==> config.mk <==
export PLATFORM = sky130hd
export DESIGN_NAME = dmem_arbiter_flat
export DESIGN_NICKNAME = d
export VERILOG_FILES = /design/src/rtl/dmem_arbiter_if.sv /design/src/rtl/dmem_arbiter.sv /design/src/flat_wrapper.sv
export SDC_FILE = /design/constraint.sdc
export NUM_CORES = 1
export LEC_CHECK = 0
export CORE_AREA = 2 2 122 124
export DETAILED_ROUTE_END_ITERATION = 8
export DIE_AREA = 0 0 124 126
export PLACE_DENSITY = 0.83
export SYNTH_ARGS = -nofsm -noshare
export SYNTH_HDL_FRONTEND = slang
export SYNTH_SLANG_ARGS = --single-unit
==> constraint.sdc <==
create_clock -name clk -period 7.9 [get_ports clk]
set_input_delay 1.58 -clock clk [delete_from_list [all_inputs] [get_ports clk]]
set_output_delay 1.58 -clock clk [all_outputs]
set_load 0.03 [all_outputs]
==> src/rtl/dmem_arbiter_if.sv <==
// Requester-side bus for dmem_arbiter: one instance per requesting port.
// master = requester, slave = arbiter.
interface dmem_arbiter_if #(
    parameter int ADDR_WIDTH = 32
);
    logic                  req;
    logic                  we;
    logic                  lock;
    logic [2:0]            funct3;
    logic [ADDR_WIDTH-1:0] addr;
    logic [31:0]           wdata;
    logic                  gnt;
    logic                  rvalid;
    logic [31:0]           rdata;
    logic                  err;

    modport master (output req, we, lock, funct3, addr, wdata,
                    input  gnt, rvalid, rdata, err);
    modport slave  (input  req, we, lock, funct3, addr, wdata,
                    output gnt, rvalid, rdata, err);
endinterface

==> src/rtl/dmem_arbiter.sv <==
// Two-port data-memory arbiter with RISC-V funct3 decode and bus locking.
// Define DMEM_ARB_RR_EN for round-robin unlocked ties (default: port 0 wins).
module dmem_arbiter #(
    parameter int ADDR_WIDTH = 32,
    parameter int LOCK_MAX   = 8
) (
    input  logic                  clk,
    input  logic                  reset,
    dmem_arbiter_if.slave         p0,
    dmem_arbiter_if.slave         p1,
    output logic [ADDR_WIDTH-1:0] mem_addr,
    output logic [31:0]           mem_wdata,
    output logic [3:0]            mem_be,
    output logic                  mem_we,
    output logic                  mem_re,
    input  logic [31:0]           mem_rdata
);
    localparam logic [7:0] LOCK_LIM = 8'(LOCK_MAX);

    logic [1:0]                 req, we, lock, gnt;
    logic [1:0][2:0]            f3;
    logic [1:0][ADDR_WIDTH-1:0] addr;
    logic [1:0][31:0]           wdata;

    assign req   = {p1.req,    p0.req};
    assign we    = {p1.we,     p0.we};
    assign lock  = {p1.lock,   p0.lock};
    assign f3    = {p1.funct3, p0.funct3};
    assign addr  = {p1.addr,   p0.addr};
    assign wdata = {p1.wdata,  p0.wdata};

    logic       own_vld, own_id, yield_vld, yield_id;
    logic       win_vld, win, tie_pick;
    logic [7:0] lock_cnt;

    // yield_vld: one-cycle window after a forced release where the other port goes first
    always_comb begin
        win_vld = 1'b0;
        win     = 1'b0;
        if (!reset) begin
            if (own_vld && req[own_id]) begin
                win_vld = 1'b1;
                win     = own_id;
            end else if (yield_vld && req[~yield_id]) begin
                win_vld = 1'b1;
                win     = ~yield_id;
            end else if (&req) begin
                win_vld = 1'b1;
                win     = tie_pick;
            end else if (|req) begin
                win_vld = 1'b1;
                win     = req[1];
            end
        end
    end

    assign gnt = {win_vld & win, win_vld & ~win};

`ifdef DMEM_ARB_RR_EN
    logic rr_ptr;
    assign tie_pick = rr_ptr;
    always_ff @(posedge clk or posedge reset) begin
        if (reset)
            rr_ptr <= 1'b0;
        else if (win_vld && !lock[win] && !(own_vld && own_id == win))
            rr_ptr <= ~win;
    end
`else
    assign tie_pick = 1'b0;
`endif

    logic                  w_we;
    logic [2:0]            w_f3;
    logic [ADDR_WIDTH-1:0] w_addr;
    logic [31:0]           w_wdata;
    logic [3:0]            be;
    logic                  ill, acc_ok;

    assign w_we    = we[win];
    assign w_f3    = f3[win];
    assign w_addr  = addr[win];
    assign w_wdata = wdata[win];

    always_comb begin
        be  = 4'b0000;
        ill = 1'b0;
        case (w_f3)
            3'b000, 3'b100: be = 4'b0001 << w_addr[1:0];
            3'b001, 3'b101: begin
                be  = w_addr[1] ? 4'b1100 : 4'b0011;
                ill = w_addr[0];
            end
            3'b010: begin
                be  = 4'b1111;
                ill = |w_addr[1:0];
            end
            default: ill = 1'b1;
        endcase
        if (w_f3[2] && w_we) ill = 1'b1;
    end

    assign acc_ok   = win_vld & ~ill;
    assign mem_we   = acc_ok & w_we;
    assign mem_re   = acc_ok & ~w_we;
    assign mem_be   = acc_ok ? be : 4'b0000;
    assign mem_addr = win_vld ? {w_addr[ADDR_WIDTH-1:2], 2'b00} : '0;

    always_comb begin
        mem_wdata = 32'h0;
        if (win_vld) begin
            case (w_f3[1:0])
                2'b00:   mem_wdata = {4{w_wdata[7:0]}};
                2'b01:   mem_wdata = {2{w_wdata[15:0]}};
                default: mem_wdata = w_wdata;
            endcase
        end
    end

    logic [31:0] lane, ld_data;
    always_comb begin
        lane    = mem_rdata >> {w_addr[1:0], 3'b000};
        ld_data = 32'h0;
        if (mem_re) begin
            case (w_f3)
                3'b000:  ld_data = {{24{lane[7]}}, lane[7:0]};
                3'b100:  ld_data = {24'h0, lane[7:0]};
                3'b001:  ld_data = {{16{lane[15]}}, lane[15:0]};
                3'b101:  ld_data = {16'h0, lane[15:0]};
                default: ld_data = mem_rdata;
            endcase
        end
    end

    logic [1:0]       rvalid_q, err_q;
    logic [1:0][31:0] rdata_q;

    always_ff @(posedge clk or posedge reset) begin
        if (reset) begin
            rvalid_q <= '0;
            err_q    <= '0;
            rdata_q  <= '0;
        end else begin
            rvalid_q <= gnt;
            err_q    <= gnt & {2{ill}};
            for (int i = 0; i < 2; i++)
                rdata_q[i] <= gnt[i] ? ld_data : 32'h0;
        end
    end

    // Owner is granted whenever it requests, so in the owner branch a request means a grant
    always_ff @(posedge clk or posedge reset) begin
        if (reset) begin
            own_vld   <= 1'b0;
            own_id    <= 1'b0;
            lock_cnt  <= 8'd0;
            yield_vld <= 1'b0;
            yield_id  <= 1'b0;
        end else begin
            yield_vld <= 1'b0;
            if (own_vld) begin
                if (!req[own_id] || !lock[own_id]) begin
                    own_vld  <= 1'b0;
                    lock_cnt <= 8'd0;
                end else if (lock_cnt + 8'd1 == LOCK_LIM) begin
                    own_vld   <= 1'b0;
                    lock_cnt  <= 8'd0;
                    yield_vld <= 1'b1;
                    yield_id  <= own_id;
                end else begin
                    lock_cnt <= lock_cnt + 8'd1;
                end
            end else if (win_vld && lock[win]) begin
                if (LOCK_LIM == 8'd1) begin
                    yield_vld <= 1'b1;
                    yield_id  <= win;
                end else begin
                    own_vld  <= 1'b1;
                    own_id   <= win;
                    lock_cnt <= 8'd1;
                end
            end
        end
    end

    assign p0.gnt    = gnt[0];
    assign p1.gnt    = gnt[1];
    assign p0.rvalid = rvalid_q[0];
    assign p1.rvalid = rvalid_q[1];
    assign p0.rdata  = rdata_q[0];
    assign p1.rdata  = rdata_q[1];
    assign p0.err    = err_q[0];
    assign p1.err    = err_q[1];
endmodule

==> src/flat_wrapper.sv <==
// flat-port wrapper written by rule: the top's interface ports become plain ports
module dmem_arbiter_flat 
#(
    parameter int ADDR_WIDTH = 32,
    parameter int LOCK_MAX   = 8
)
  (clk, reset, mem_addr, mem_wdata, mem_be, mem_we, mem_re, mem_rdata, p0_req, p0_we, p0_lock, p0_funct3, p0_addr, p0_wdata, p0_gnt, p0_rvalid, p0_rdata, p0_err, p1_req, p1_we, p1_lock, p1_funct3, p1_addr, p1_wdata, p1_gnt, p1_rvalid, p1_rdata, p1_err);
  dmem_arbiter_if #(.ADDR_WIDTH(ADDR_WIDTH)) p0_i ();
  dmem_arbiter_if #(.ADDR_WIDTH(ADDR_WIDTH)) p1_i ();
  input  logic clk;
  input  logic reset;
  output logic [ADDR_WIDTH-1:0] mem_addr;
  output logic [31:0] mem_wdata;
  output logic [3:0] mem_be;
  output logic mem_we;
  output logic mem_re;
  input  logic [31:0] mem_rdata;
  input wire logic [$bits(p0_i.req)-1:0] p0_req;
  input wire logic [$bits(p0_i.we)-1:0] p0_we;
  input wire logic [$bits(p0_i.lock)-1:0] p0_lock;
  input wire logic [$bits(p0_i.funct3)-1:0] p0_funct3;
  input wire logic [$bits(p0_i.addr)-1:0] p0_addr;
  input wire logic [$bits(p0_i.wdata)-1:0] p0_wdata;
  output wire logic [$bits(p0_i.gnt)-1:0] p0_gnt;
  output wire logic [$bits(p0_i.rvalid)-1:0] p0_rvalid;
  output wire logic [$bits(p0_i.rdata)-1:0] p0_rdata;
  output wire logic [$bits(p0_i.err)-1:0] p0_err;
  input wire logic [$bits(p1_i.req)-1:0] p1_req;
  input wire logic [$bits(p1_i.we)-1:0] p1_we;
  input wire logic [$bits(p1_i.lock)-1:0] p1_lock;
  input wire logic [$bits(p1_i.funct3)-1:0] p1_funct3;
  input wire logic [$bits(p1_i.addr)-1:0] p1_addr;
  input wire logic [$bits(p1_i.wdata)-1:0] p1_wdata;
  output wire logic [$bits(p1_i.gnt)-1:0] p1_gnt;
  output wire logic [$bits(p1_i.rvalid)-1:0] p1_rvalid;
  output wire logic [$bits(p1_i.rdata)-1:0] p1_rdata;
  output wire logic [$bits(p1_i.err)-1:0] p1_err;
  assign p0_i.req = p0_req;
  assign p0_i.we = p0_we;
  assign p0_i.lock = p0_lock;
  assign p0_i.funct3 = p0_funct3;
  assign p0_i.addr = p0_addr;
  assign p0_i.wdata = p0_wdata;
  assign p0_gnt = p0_i.gnt;
  assign p0_rvalid = p0_i.rvalid;
  assign p0_rdata = p0_i.rdata;
  assign p0_err = p0_i.err;
  assign p1_i.req = p1_req;
  assign p1_i.we = p1_we;
  assign p1_i.lock = p1_lock;
  assign p1_i.funct3 = p1_funct3;
  assign p1_i.addr = p1_addr;
  assign p1_i.wdata = p1_wdata;
  assign p1_gnt = p1_i.gnt;
  assign p1_rvalid = p1_i.rvalid;
  assign p1_rdata = p1_i.rdata;
  assign p1_err = p1_i.err;
  dmem_arbiter #(.ADDR_WIDTH(ADDR_WIDTH), .LOCK_MAX(LOCK_MAX)) u_core (.clk(clk), .reset(reset), .p0(p0_i), .p1(p1_i), .mem_addr(mem_addr), .mem_wdata(mem_wdata), .mem_be(mem_be), .mem_we(mem_we), .mem_re(mem_re), .mem_rdata(mem_rdata));
endmodule
# == Yosys cells after proc, flatten, opt, wreduce, memory -nomap -nowiden ==
# Index checks and enable logic that the tools add are counted.
# Widths: inputs -> output; s select.
# word_totals
ff_bits,80
out_inout_bits,140
word_cells,99
# classes
addsub,1
order_cmp,3
eq_ne,6
shift,2
mux,49
bitwise_logic,12
reduce_logical,17
# ops
operator,n
$mux 32,9
$pmux 32 s4,1
$pmux 32 s2,1
$mux 8,4
$shr 32x5->16,1
$mux 1,28
$pmux 4 s3,1
$add 8x1->8 const B,1
$eq 8x4->1 const B,1
$mux 4,2
$reduce_or 2->1,4
$eq 3x3->1 const B,2
$lt 1x2->1 const B,3
$mux 3,2
$not 1->1,6
$and 1x1->1,5
$logic_and 1x1->1,4
$reduce_and 2->1,2
$shl 1x2->4 const A,1
$eq 3x1->1 const B,1
$eq 3x2->1 const B,1
$logic_not 3->1,1
$pmux 1 s3,1
$reduce_and 3->1,1
6 further kinds,7

# == Depth between registers and ports, before layout ==
# depth
ltp_word,18
ltp_mapped,9
mapped_depth_nobuf,7

# == Least setup slack after synthesis ==
# No wires, ideal clock.
# synth_timing
path_kind,input port to output port
start,in reset
end,out mem_wdata[24]
t_arrival_ns,5.738
t_required_ns,6.320
slack_ns,0.582
cell_stages,6
n_path_buf,1
cell_sequence,inv_1 -> o21ai_0 -> clkbuf_1 -> a21oi_1 -> mux2i_1 -> a211oi_1
# synth_between
elab_chain_cells,6
elab_cells_between_ends,10
# synth_rtl
item,line,text
from (decl),flat_wrapper.sv:11,input logic reset;
$mux 1,dmem_arbiter.sv:40,if (!reset) begin
$mux 3 (not written as such) (2 in series),dmem_arbiter.sv:80,assign w_f3 = f3[win];
$eq 2x1->1 or $logic_not 2->1 (tied branches),dmem_arbiter.sv:111,case (w_f3[1:0])
$pmux 32 s2,dmem_arbiter.sv:111,
$mux 32 *,dmem_arbiter.sv:110,if (win_vld) begin
to (decl),flat_wrapper.sv:13,output logic [31:0] mem_wdata;
# Mark *: on every way between the ends. The rest lies on a longest branch, timed or not. The select of a mux whose other input is x is not followed.

# == Worst setup path after layout ==
# layout_timing
start,in p0_req
end,out mem_wdata[28]
# layout_between
elab_chain_cells,11
elab_cells_between_ends,26
# layout_rtl
item,line,text
from (decl),flat_wrapper.sv:18,input wire logic [$bits(p0_i.req)-1:0] p0_req;
$reduce_or 2->1 or $mux 1 (tied branches),"dmem_arbiter.sv:50, dmem_arbiter.sv:44",
"$mux 1, on equally long branches","dmem_arbiter.sv:50, dmem_arbiter.sv:44",
$mux 1 or $logic_and 1x1->1 (tied branches),"dmem_arbiter.sv:47, dmem_arbiter.sv:44",
$mux 1,dmem_arbiter.sv:44,end else if (yield_vld && req[~yield_id]) begin
$mux 1,dmem_arbiter.sv:41,if (own_vld && req[own_id]) begin
$mux 1,dmem_arbiter.sv:40,
$mux 3 (not written as such) (2 in series),dmem_arbiter.sv:80,
$eq 2x1->1 or $logic_not 2->1 (tied branches),dmem_arbiter.sv:111,
$pmux 32 s2,dmem_arbiter.sv:111,
$mux 32 *,dmem_arbiter.sv:110,
# Marked as above.

==> flow_summary.ini <==
[status]
status = completed

[routing]
detail_route.wl_per_cell_um = 20.2
drt-initial-drc-count = 548
wl_um = 23000
drc = 0
drt_pass1_iterations = 5
vias_per_cell = 5.63
vias = 6385
ant_nets = 0

[logic_synthesis]
syn_area_per_cell_um2 = 7.98
syn_inst = 665
synth_warnings = 0
synth_cell_types = 61
synthTopCellsByArea = dfrtp_1, nand2_1, a21oi_1, mux2i_1, o21ai_0
synth_edf_count = 0
synth_seq_area_share_pct = 37.7
ys_ff_latch = 80
synth.top_cell.area_share_pct = 37.7
synth.largest_area_cell = dfrtp_1
syn_area_mm2 = 0.00530
async_flop_share_pct = 100
synth_ff_type = dfrtp_1
synth_common_cells = nand2_1, a21oi_1, dfrtp_1
yosysMostFrequentCell = nand2_1

[clocking]
cts_setup_buffers = 0
clk_latency_ns = 0.35
clockRootBuffer = clkbuf_16
numCtsBuffers = 9
clockBufferDepth = 2
cts_resized = 0
cts_sinks = 80
cts_tree = yes
cts_hold_buf = 0
clk_pin_slew_worst_paths_ns = 0.06
cts_max_level = 3

[final_layout]
drive_gt1_share_pct = 6.12
design_area_mm2 = 0.00880
area_delta_synth_final_pct = 66.0
fin_cells = 1135
nets = 1117

[setup_path]
reg2regPathDepth = 6
path_class = input pin to output pin
cp_slowest_stage_delay_ns = 0.74
start_kind = input pin
critPathSlowestCell = clkdlybuf4s50_1
path_buf_inv = 3
end_kind = output pin
cpMostUsedCell = clkdlybuf4s50_1
crit_arrival_ns = 5.62
reg2reg_slack_ns = 4.35
required_ns = 6.32
cp_top_family = buffers and inverters
r2r_start = u_core.own_vld$_DFF_PP0_
path_cells = clkdlybuf4s50_1 > a21boi_0 > a21o_2 > clkinv_2 > mux2_2 > mux2i_1 > a211oi_1 > clkdlybuf4s50_1
reg2reg_to = u_core.p0.rdata[2]$_DFF_PP0_
path_max_fanout = 25

[sta]
period_needed_ns = 7.20
finalSetupViolations = 0
tns_ns = 0
drv_slew = 0
fmax_mhz = 139
worst_slack_ns = 0.697
period_share_pct = 91.2
fin_skew_ns = 0.00593
hold_viol_final = 0
worst_pin_slew_ns = 1.27
slew_headroom_pct = 14.5
rsz0062_at_grt = false

[global_routing]
use_met1_pct = 33.8
grt_pass1_vias = 6155
track_usage_pct = 29.1
met3_usage_pct = 7.43
grt_max_degree = 82
grt_antenna_before_repair = 1
busiest_layer = met2
grt_pass1_wl_um = 34400
gr-usage-met2_pct = 50.4
globalRoute.totalOverflow = 0

[power_and_ir_drop]
powerDensity_mw_per_mm2 = 143
vdd_drop_max_v = 0.000107
p_leak_nw = 3.70
finalPower_w = 0.00126

[place]
dp_cells = 1115
place_congestion = 0.928
place_ws_ns = 0.797
place_area_mm2 = 0.00849
portBuffers = 311
dp_hpwl_um = 17500

[die]
die_w_um = 124
die_h_um = 126
rows = 44
io-pin-count = 314
core_area_mm2 = 0.0143
start_util_pct = 37.1
dieArea_mm2 = 0.0156

[worst_hold_path]
min_from = u_core.lock_cnt[7]$_DFFE_PP0P_
min_to = u_core.lock_cnt[7]$_DFFE_PP0P_
hp-class = register to register
hold_depth = 1

[job]
drv_cap = 0
==> sequential cells by signal, summed over array words and instances (netlist names) <==
name	flops
u_core.p0.rdata	32
u_core.p1.rdata	32
u_core.lock_cnt	8
u_core.err_q	2
u_core.rvalid_q	2
u_core.own_id	1
u_core.own_vld	1
u_core.yield_id	1
u_core.yield_vld	1
==> through the flow <==
step,hold slack (ns),utilization [%]
floorplan,0.452,-
global route,0.531,61.5
detailed placement,0.496,59.3
finish,0.504,61.5
global placement,0.480,59.3
CTS,0.502,61.4
==> routing by layer <==
layer / vias to the layer above / share of wire [%] / wire length (µm)
met5: - / 0 / 0
met1: 2968 / 36 / 8250
li1: 2940 / - / -
met2: 407 / 49 / 11300
met3: 70 / 11 / 2430
met4: 0 / 4.1 / 946
==> cells in the final DEF (no fill, tap or decap), drive strengths merged, types with 4 or more instances in the layout <==
| cell type | instances |
|---|---|
| and2 | 19 |
| clkdlybuf4s50 | 304 |
| inv | 10 |
| o22ai | 9 |
| and3 | 11 |
| clkbuf | 11 |
| a21oi | 84 |
| nand2b | 4 |
| a2bb2oi | 7 |
| a2111oi | 4 |
| nor2b | 7 |
| nor3 | 20 |
| dfrtp | 80 |
| clkinv | 4 |
| mux2 | 9 |
| nand3 | 5 |
| diode | 4 |
| o21ai | 53 |
| o22a | 8 |
| buf | 17 |
| nor2 | 43 |
| a211o | 5 |
| a211oi | 23 |
| a221oi | 12 |
| nor4b | 5 |
| nand2 | 128 |
| mux2i | 29 |
==> final cells by class <==
type                       instances  area, µm²
antenna                            4       10.0
clock buffer                      11        243
clock inverter                     5       63.8
fill                            1262       5510
inverter                          11       43.8
multi-input combinational        519       3040
sequential                        80       2000
tap                              184        230
timing repair buffer             321       3170
==> power by group <==
part / internal [W] / switching [W]
Sequential: 0.000418 / 0.00000629
Combinational: 0.000180 / 0.000223
Clock: 0.000256 / 0.000172
==> logic make-up (layout without fill, tap and decap cells) <==
logic type	count (synthesis)	count (layout)	share of synthesized area, %
and+or+nand+nor	255	255	22.2
AOI/OAI and AO/OA	223	223	26.3
DFF	80	80	37.7
buffers and inverters	67	348	5.73
muxes	38	38	7.76
adders and majority gates	1	1	0.236
other	1	6	0.0707
==> worst max path at each step <==
stage	depth (start not counted)	endpoint	start
5_1_grt	8	mem_be[2]	p0_req
6_report	8	mem_wdata[28]	p0_req
3_3_place_gp	8	mem_wdata[30]	p0_req
4_1_cts	8	mem_wdata[28]	p0_req
2_1_floorplan	6	mem_wdata[24]	reset
3_5_place_dp	8	mem_wdata[28]	p0_req
No activity file was read; power rests on OpenSTA's default activity.
